--- src/rtl/load_unit.sv ---
// Single-outstanding load unit: captures a request, issues one word read,
// then returns an aligned, sign/zero-extended result or an error response.
module load_unit #(
  parameter int TIMEOUT = 15
) (
  input  logic        clock,
  input  logic        reset,
  input  logic        req_valid,
  output logic        req_ready,
  input  logic [31:0] req_addr,
  input  logic [2:0]  load_option,
  output logic        mem_rd_en,
  output logic [10:0] mem_addr,
  input  logic        mem_rd_valid,
  input  logic [31:0] mem_rdata,
  output logic        resp_valid,
  input  logic        resp_ready,
  output logic [31:0] resp_data,
  output logic        resp_err,
  output logic [1:0]  dbg_state
);

  // Handshakes: a transfer happens on a rising edge where valid and ready are
  // both 1; once raised, resp_valid and its payload hold until accepted.

  localparam int CW = $clog2(TIMEOUT + 1);
  localparam logic [CW-1:0] CNT_MAX = CW'(TIMEOUT);

  typedef enum logic [1:0] {
    IDLE = 2'd0,
    READ = 2'd1,
    WAIT = 2'd2,
    RESP = 2'd3
  } state_t;

  state_t        state, state_n;
  logic [12:0]   addr_q;
  logic [2:0]    opt_q;
  logic [CW-1:0] cnt;
  logic          bad_req;
  logic [7:0]    byte_sel;
  logic [15:0]   half_sel;
  logic [31:0]   load_val;

  assign req_ready  = (state == IDLE);
  assign mem_rd_en  = (state == READ);
  assign resp_valid = (state == RESP);
  assign mem_addr   = addr_q[12:2];
  assign dbg_state  = state;

  // Rejected before any memory access: unknown option or misaligned lh/lhu/lw.
  always_comb begin
    bad_req = 1'b0;
    case (load_option)
      3'b000:         bad_req = (req_addr[1:0] != 2'b00);
      3'b010, 3'b110: bad_req = req_addr[0];
      3'b001, 3'b101: bad_req = 1'b0;
      default:        bad_req = 1'b1;
    endcase
  end

  always_comb begin
    byte_sel = mem_rdata[7:0];
    case (addr_q[1:0])
      2'b00: byte_sel = mem_rdata[7:0];
      2'b01: byte_sel = mem_rdata[15:8];
      2'b10: byte_sel = mem_rdata[23:16];
      2'b11: byte_sel = mem_rdata[31:24];
      default: byte_sel = mem_rdata[7:0];
    endcase
    half_sel = addr_q[1] ? mem_rdata[31:16] : mem_rdata[15:0];
    load_val = 32'd0;
    case (opt_q)
      3'b000: load_val = mem_rdata;
      3'b001: load_val = {{24{byte_sel[7]}}, byte_sel};
      3'b101: load_val = {24'd0, byte_sel};
      3'b010: load_val = {{16{half_sel[15]}}, half_sel};
      3'b110: load_val = {16'd0, half_sel};
      default: load_val = 32'd0;
    endcase
  end

  always_comb begin
    state_n = state;
    case (state)
      IDLE: if (req_valid) state_n = bad_req ? RESP : READ;
      READ: state_n = WAIT;
      WAIT: if (mem_rd_valid || cnt == CNT_MAX) state_n = RESP;
      RESP: if (resp_ready) state_n = IDLE;
      default: state_n = IDLE;
    endcase
  end

  always_ff @(posedge clock or posedge reset) begin
    if (reset) begin
      state     <= IDLE;
      addr_q    <= '0;
      opt_q     <= '0;
      cnt       <= '0;
      resp_data <= '0;
      resp_err  <= 1'b0;
    end else begin
      state <= state_n;
      case (state)
        IDLE: begin
          if (req_valid) begin
            addr_q <= req_addr[12:0];
            opt_q  <= load_option;
            if (bad_req) begin
              resp_data <= '0;
              resp_err  <= 1'b1;
            end
          end
        end
        READ: cnt <= '0;
        WAIT: begin
          // Data arriving on the final counted cycle still wins over timeout.
          if (mem_rd_valid) begin
            resp_data <= load_val;
            resp_err  <= 1'b0;
          end else if (cnt == CNT_MAX) begin
            resp_data <= '0;
            resp_err  <= 1'b1;
          end else begin
            cnt <= cnt + 1'b1;
          end
        end
        default: ;
      endcase
    end
  end

endmodule

--- config.mk ---
export PLATFORM = sky130hd
export DESIGN_NAME = load_unit
export DESIGN_NICKNAME = d
export VERILOG_FILES = /design/src/rtl/load_unit.sv
export SDC_FILE = /design/constraint.sdc
export NUM_CORES = 1
export LEC_CHECK = 0
export BUFFER_PORTS_ARGS = -buffer_cell sky130_fd_sc_hd__buf_2
export CORE_ASPECT_RATIO = 0.7
export CORE_MARGIN = 4
export CORE_UTILIZATION = 35
export DETAILED_ROUTE_END_ITERATION = 6
export PLACE_DENSITY = 0.72
export REMOVE_ABC_BUFFERS = 1
export SLEW_MARGIN = 20
export SYNTH_ARGS = -nofsm -noshare
export SYNTH_HDL_FRONTEND = slang
export SYNTH_SLANG_ARGS = --single-unit
--- constraint.sdc ---
create_clock -name clock -period 4.9 [get_ports clock]
set_clock_uncertainty 0.05 [all_clocks]
set_input_delay 0.735 -clock clock [delete_from_list [all_inputs] [get_ports clock]]
set_output_delay 0.735 -clock clock [all_outputs]
set_load 0.1 [all_outputs]
-- Word-level counts from Yosys, hierarchy flattened
Cells that the tools add are included.
- multiplexer cells: 22
- reductions and logical operators: 14
- order comparisons: 0
- bitwise logic cells: 0
- shift-type cells: 0
- add/sub/neg operators: 1
- divide/modulo/power cells: 0
- equality and inequality tests: 22
- multipliers: 0
- operators with widths (operator ; count):
    32-bit one-hot mux with 5 select lines ; 1
    32-bit 2-to-1 mux ; 4
    32-bit one-hot mux with 2 select lines ; 1
    8-bit one-hot mux with 4 select lines ; 1
    16-bit 2-to-1 mux ; 1
    3-bit equality test (second input constant) ; 4
    2-bit equality test (second input constant) ; 4
    2-bit 2-to-1 mux ; 4
    4-bit 2-to-1 mux ; 2
    2-bit inequality test (second input constant) ; 4
    2-bit one-hot mux with 4 select lines ; 1
    4-bit one-hot mux with 2 select lines ; 1
    3-bit by 1-bit equality test with 1-bit output (second input constant) ; 2
    3-bit by 2-bit equality test with 1-bit output (second input constant) ; 2
    3-bit logical NOT ; 2
    3-bit AND reduction ; 2
    2-bit nonzero test ; 3
    4-bit by 1-bit adder with 4-bit output (second input constant) ; 1
    2-bit by 1-bit equality test with 1-bit output (second input constant) ; 2
    4-bit equality test (second input constant) ; 1
    2-bit logical NOT ; 2
    1-bit 2-to-1 mux ; 4
    2-bit by 1-bit inequality test with 1-bit output (second input constant) ; 2
    4-bit AND reduction ; 1
    other kinds (6) ; 7
- word-level logic and storage cells: 65
- memory bits (writable): 0
- output and inout bits: 49
- memories kept: 0
- register bits: 55
- memory bits (read-only): 0
- bits in latches: 0
- input bits: 72

-- Longest topological paths before layout
Gate-level depths: netlist (run 1).
- depth in word-level cells: 6
- mapped depth: 9
- gate-level depth less buffers: 6

-- Worst setup path before layout (run 1)
Ideal clock, no wire load.
- path kind: flip-flop to flip-flop
- start: register state[0] (netlist: dbg_state[0])
- end: register resp_data[0]
- clock period less this slack: 3170 ps
- slack: 1730 ps
- stages on the path, launching flop included: 9
- data arrival time: 3019 ps
- cells stage by stage: dfrtp_1 -> inv_1 -> ha_1 -> buf_4 -> mux2i_1 -> a211oi_1 -> o21ai_1 -> buf_2 -> o32ai_1
- word-level cells in the longest chain between the ends: 3
- elaborated cells on any way between the ends: 8
- RTL lines (item ; RTL line ; RTL):
    start: declaration ; 36 ; state_t state, state_n;
    start signal: assignment ; 103 ; state <= state_n;
    2-bit logical NOT * ; - ;
    via req_ready ; 9 ; output logic req_ready,
    2-bit by 1-bit inequality test with 1-bit output (no line) (tied with other cells) ; - ;
    4-bit AND reduction (no line) ; - ;
    end signal: assignment ; 119 ; resp_data <= load_val;
    end: declaration ; 18 ; output logic [31:0] resp_data,
The timed path passes the listed nets; every way through them passes the cells marked *.
A chain may end at the register's enable or synchronous reset.

-- Worst setup path after layout (run 1)
- start: input port load_option[0]
- end: register resp_err
- word-level cells in the longest chain between the ends: 5
- elaborated cells on any way between the ends: 10
- RTL lines (item ; RTL line ; RTL):
    start: declaration ; 11 ; input logic [2:0] load_option,
    3-bit by 1-bit equality test with 1-bit output (tied with other cells) ; 54 ; case (load_option)
    2-bit OR reduction ; 54 ;
    1-bit one-hot mux with 3 select lines * ; 54 ;
    2-bit by 1-bit inequality test with 1-bit output (no line) * ; - ;
    4-bit AND reduction (no line) * ; - ;
    end signal: assignment ; 101 ; resp_err <= 1'b0;
    end signal: assignment ; 111 ; resp_err <= 1'b1;
    end signal: assignment ; 120 ; resp_err <= 1'b0;
    end: declaration ; 19 ; output logic resp_err,
Mark *: on every way between the ends. The rest lies on a longest branch, timed or not.

==> impl_metrics.ini, run 1 <==
[outcome]
status = finished, final reports clean

[route]
drtIter0Drc = 188
dr.pass1.iters = 4
via_per_inst = 5.40
final_antenna_net_count = 0
wire_per_inst_um = 17.5
totalWireLength_um = 8140
via_count = 2513
drcViolationCount = 0

[logic_synthesis]
synthSimpleGateAreaFrac_pct = 4.85
yosysTopAreaCellShare_pct = 45.6
yosysSeqAreaShare_pct = 45.6
synth.area.mux_share_pct = 11.2
synth_seq_cells = 55
synth_area_leaders = dfrtp_1 (46%), o2bb2ai_1 (7.8%), mux2_2 (6.0%)
syn_inst = 277
yosys_most_used_dff = dfrtp_1
synth_compound_area_share_pct = 25.8
synth_top_family_by_area = compound AO/OA/AOI/OAI gates
syn_area_per_cell_sq_um = 10.9
syn_area_sq_um = 3020
synthArstFlopShare_pct = 100
ys_warn_count = 0
yosysUniqueCellTypes = 41
yosysMostFrequentCell = dfrtp_1
post-synth-top-area-cell = dfrtp_1
synthXorXnorAreaFrac_pct = 0
yosys-top-cells-count = dfrtp_1 (55), inv_1 (28), o2bb2ai_1 (27)
synth_fa_ha_area_share_pct = 2.90
synth_edf_count = 0

[clock_tree]
cts_resized = 0
numCtsBuffers = 5
clk_pin_slew_ps = 70
clock_sinks = 55
insertion_delay_ps = 290
cts-hold-fix-buffers = 0
h-tree-depth = 2
root_buffer = clkbuf_16
clockBufferDepth = 2
cts_tree = yes
cts_post_setup_buffers_inserted = 0

[grt]
grt-ovfl-total = 0
antenna_found_initial = 0
grt_pass1_vias = 2507
grt.total_usage_pct = 16.3
grt_pass1_wl_um = 13300
grt_max_degree = 56

[critical_path]
end_kind = flop
crit_type = input port to flop
required_ps = 5030
cp-start-kind = input port
cp.arrival_ps = 2590
crit_fanout = 17

[placed_design]
port_buffers = 101
dp_hpwl_um = 6030
place_congestion = 0.841

[timing]
finalMaxSlewViolations = 0
relSlewSlack_pct = 32.8
period_needed_ps = 2460
worstMarginPinSlew_ps = 1000
tns_ps = 0
finalHoldViolCount = 0
period_share_pct = 50.1
rsz0062_at_grt = false
fmax_mhz = 407
setup_viol = 0

[die]
die_w_um = 119
pin_count = 121
dieArea_sq_um = 10200
initial_core_util_pct = 35.9
die_h_um = 85.7
num_rows = 28
coreArea_sq_um = 8410

[finish]
n_antenna_cell = 0
drive_above_1_share_pct = 37.8
nFillCells = 806
final_nets = 438
synthToLayoutAreaGrowth_pct = 22.3

[hold_path]
hold_class = flop to flop

[job]
drv_cap = 0
==> state kept, by name, summed over array words and instances, names as in the netlist <==
name / count
cnt: 4
resp_data: 32
opt_q: 3
dbg_state: 2
resp_err: 1
addr_q: 13
==> metrics by stage <==
| stage | hold slack, ps | utilization (%) | cells | setup slack (ps) | instance area, sq um |
|---|---|---|---|---|---|
| finish | 438 | 43.9 | 465 | 2440 | 3690 |
| global placement | 420 | 41.6 | 457 | 2190 | 3500 |
| CTS | 443 | 43.9 | 465 | 2440 | 3690 |
| detailed placement | 420 | 41.6 | 457 | 2130 | 3500 |
| global route | 461 | 43.9 | 465 | 2200 | 3690 |
| floorplan | 450 | - | 247 | 1660 | 2830 |
==> critical path, cell delays in order <==
cell and delay (ps):
buf_2 100, inv_1 80, ha_1 150, nor2b_1 150
mux2i_1 420, o211a_1 560, mux2_2 390
==> cells by family after synthesis <==
| group | Yosys count |
|---|---|
| AOI/OAI and AO/OA | 100 |
| muxes | 30 |
| DFF | 55 |
| buffers and inverters | 58 |
| adders and majority gates | 7 |
| and+or+nand+nor | 27 |
==> final timing paths <==
path / endpoint / slack, ps / cells past startpoint / startpoint
max in group asynchronous: resp_data[15] / 3770 / 3 / reset
min reg2reg: resp_data[24] / 440 / 1 / resp_data[24]
min: resp_data[24] / 440 / 1 / resp_data[24]
min in group asynchronous: addr_q[5] / 580 / 3 / reset
max: resp_err / 2440 / 7 / load_option[0]
max reg2reg: resp_data[5] / 2560 / 4 / opt_q[1]
==> routing by layer <==
layer	vias up	wire length, um	global-route usage (%)
met3	6	631	4.48
met2	108	3430	23.4
li1	1195	-	-
met1	1204	4040	24.5
met5	-	0	0
met4	0	44	3.05
==> area by class of cell <==
cell class	instances	area [sq um]	share of cell area, %
clock inverters	3	67.6	1.83
inverters	28	105	2.85
well taps	105	131	3.56
repair buffers	105	536	14.5
clock buffers	5	125	3.39
flip-flops and latches	55	1380	37.3
multi-input cells	164	1350	36.6
==> cell usage in the layout, fill, tap and decap left out, types with 7 or more instances in the layout <==
cell type / count
mux2_2: 16
o2bb2ai_1: 27
a22oi_1: 8
o21a_1: 9
ha_1: 7
nand2_1: 8
a221oi_1: 8
o32ai_1: 16
inv_1: 27
a21oi_1: 16
buf_2: 101
mux2i_1: 12
dfrtp_1: 55
Power of run 1 is not shown: default switching activity piles up to over one toggle a cycle in this logic, so the estimate is an artifact.
==> inputs of run 2 (changes only) <==
- clock period: 4.9 -> 2.46 ns (I/O delays scaled with it)
==> run 2 against run 1 <==
Against the previous run:
- wire length decreased by 1.5%
- critical path depth decreased by 3
- worst hold slack got worse by 220 ps
- first-iteration DRC count down 43%
- count of clock-buffer cells in the layout up 1
- worst setup slack got worse by 2100 ps
- non-clock buffer count up 5
- sequential share of layout area did not move
- die area unchanged
- utilization stayed put
- critical path type is now flop to flop
- largest cell class unchanged
==> impl_metrics.ini, run 2 (synthesized netlist as in run 1, its figures left out) <==
[outcome]
status = finished, final reports clean

[timing]
relSlewSlack_pct = 53.1
rsz0062_at_grt = false
finalHoldViolCount = 0
fmax_mhz = 477
period_share_pct = 85.3
worstMarginPinSlew_ps = 703
setup_viol = 0
period_needed_ps = 2100
fin_ws_ps = 362
finalMaxSlewViolations = 0

[clock_tree]
cts_post_setup_buffers_inserted = 0
clk_pin_slew_ps = 70
numCtsBuffers = 5
insertion_delay_ps = 290
cts_resized = 0
root_buffer = clkbuf_16
cts-hold-fix-buffers = 0
h-tree-depth = 2
clock_sinks = 55
clockBufferDepth = 2
cts_tree = yes

[die]
die_w_um = 119
initial_core_util_pct = 35.9
dieArea_sq_um = 10200
num_rows = 28
die_h_um = 85.7
coreArea_sq_um = 8410
pin_count = 121

[critical_path]
slowest_stage = nor2b_1
cp-start-kind = flop
end_kind = flop
cp_cell_sequence = mux2i_2, nor2b_1, a221oi_1, o32ai_1
cp.arrival_ps = 2240
required_ps = 2600
crit_fanout = 11
crit_type = flop to flop
slowest_delay_ps = 570

[finish]
layout_common_cells = buf_2 (101), dfrtp_1 (55), inv_1 (27), o2bb2ai_1 (27)
nFillCells = 827
top_register = resp_data
reg_top3 = resp_data x32, addr_q x13, cnt x4
seq_area_sq_um = 1380
drive_above_1_share_pct = 38.6
largest_reg_flops = 32
synthToLayoutAreaGrowth_pct = 22.3
final_nets = 443
final_common_cell = buf_2
n_antenna_cell = 0
fin_cells = 470
multi_input_area_sq_um = 1350

[placed_design]
place_congestion = 0.819
port_buffers = 101
dp_hpwl_um = 6050
numPlacedInstances = 462
dpl_worst_slack_ps = 371

[route]
final_antenna_net_count = 0
via_per_inst = 5.23
dr.pass1.iters = 4
wire_per_inst_um = 17.1
totalWireLength_um = 8020
drtIter0Drc = 108
drcViolationCount = 0
via_count = 2460

[grt]
grt_use_met3_pct = 3.96
grt_max_degree = 56
gr-usage-met1_pct = 23.5
grt-ovfl-total = 0
grt.total_usage_pct = 15.7
gr-usage-met2_pct = 23.5
grt_pass1_wl_um = 13100
top_usage_layer = met1
grt_pass1_vias = 2572
antenna_found_initial = 0

[hold_path]
hold_class = input port to asynchronous set/reset pin

[job]
drv_cap = 0
run 2: worst paths after layout:
| kind | from | endpoint | slack (ps) | cells past startpoint |
|---|---|---|---|---|
| min in group clock | req_addr[10] | addr_q[10] | 260 | 2 |
| min | reset | addr_q[8] | 220 | 3 |
| max | opt_q[1] | resp_data[1] | 360 | 4 |
| max reg2reg | opt_q[1] | resp_data[1] | 360 | 4 |
| max in group asynchronous | reset | resp_data[30] | 1680 | 3 |
| min reg2reg | resp_data[19] | resp_data[19] | 440 | 1 |
run 2: per-stage QoR:
stage / utilization (%) / TNS [ps] / hold WS, ps / cell area [sq um]
2_1_floorplan: - / -34860 / 450 / 2830
3_3_place_gp: 42.0 / 0 / 420 / 3530
3_5_place_dp: 42.0 / 0 / 419 / 3530
4_1_cts: 43.9 / 0 / 251 / 3690
5_1_grt: 43.9 / 0 / 251 / 3690
6_report: 43.9 / 0 / 217 / 3690
run 2: layer usage:
layer / vias up / part of all wire, % / wire length, um
met1: 1167 / 51 / 4100
met3: 4 / 6.8 / 547
met2: 87 / 42 / 3340
met5: - / 0 / 0
met4: 0 / 0.30 / 24
li1: 1202 / - / -
run 2: worst max-delay path: cells and delay by family (launching register included):
family | cells | cell delay [ps]
simple gates | 1 | 570
flops | 1 | 550
compound gates | 2 | 550
mux | 1 | 270
run 2: area by class of cell:
cell class / count / share of cell area [%]
Inverter: 28 / 2.85
Timing Repair Buffer: 110 / 15.5
Multi-Input combinational cell: 164 / 36.6
Sequential cell: 55 / 37.3
Clock inverter: 2 / 0.441
Tap cell: 105 / 3.56
Clock buffer: 6 / 3.76
Power of run 2 is left out for the same reason.
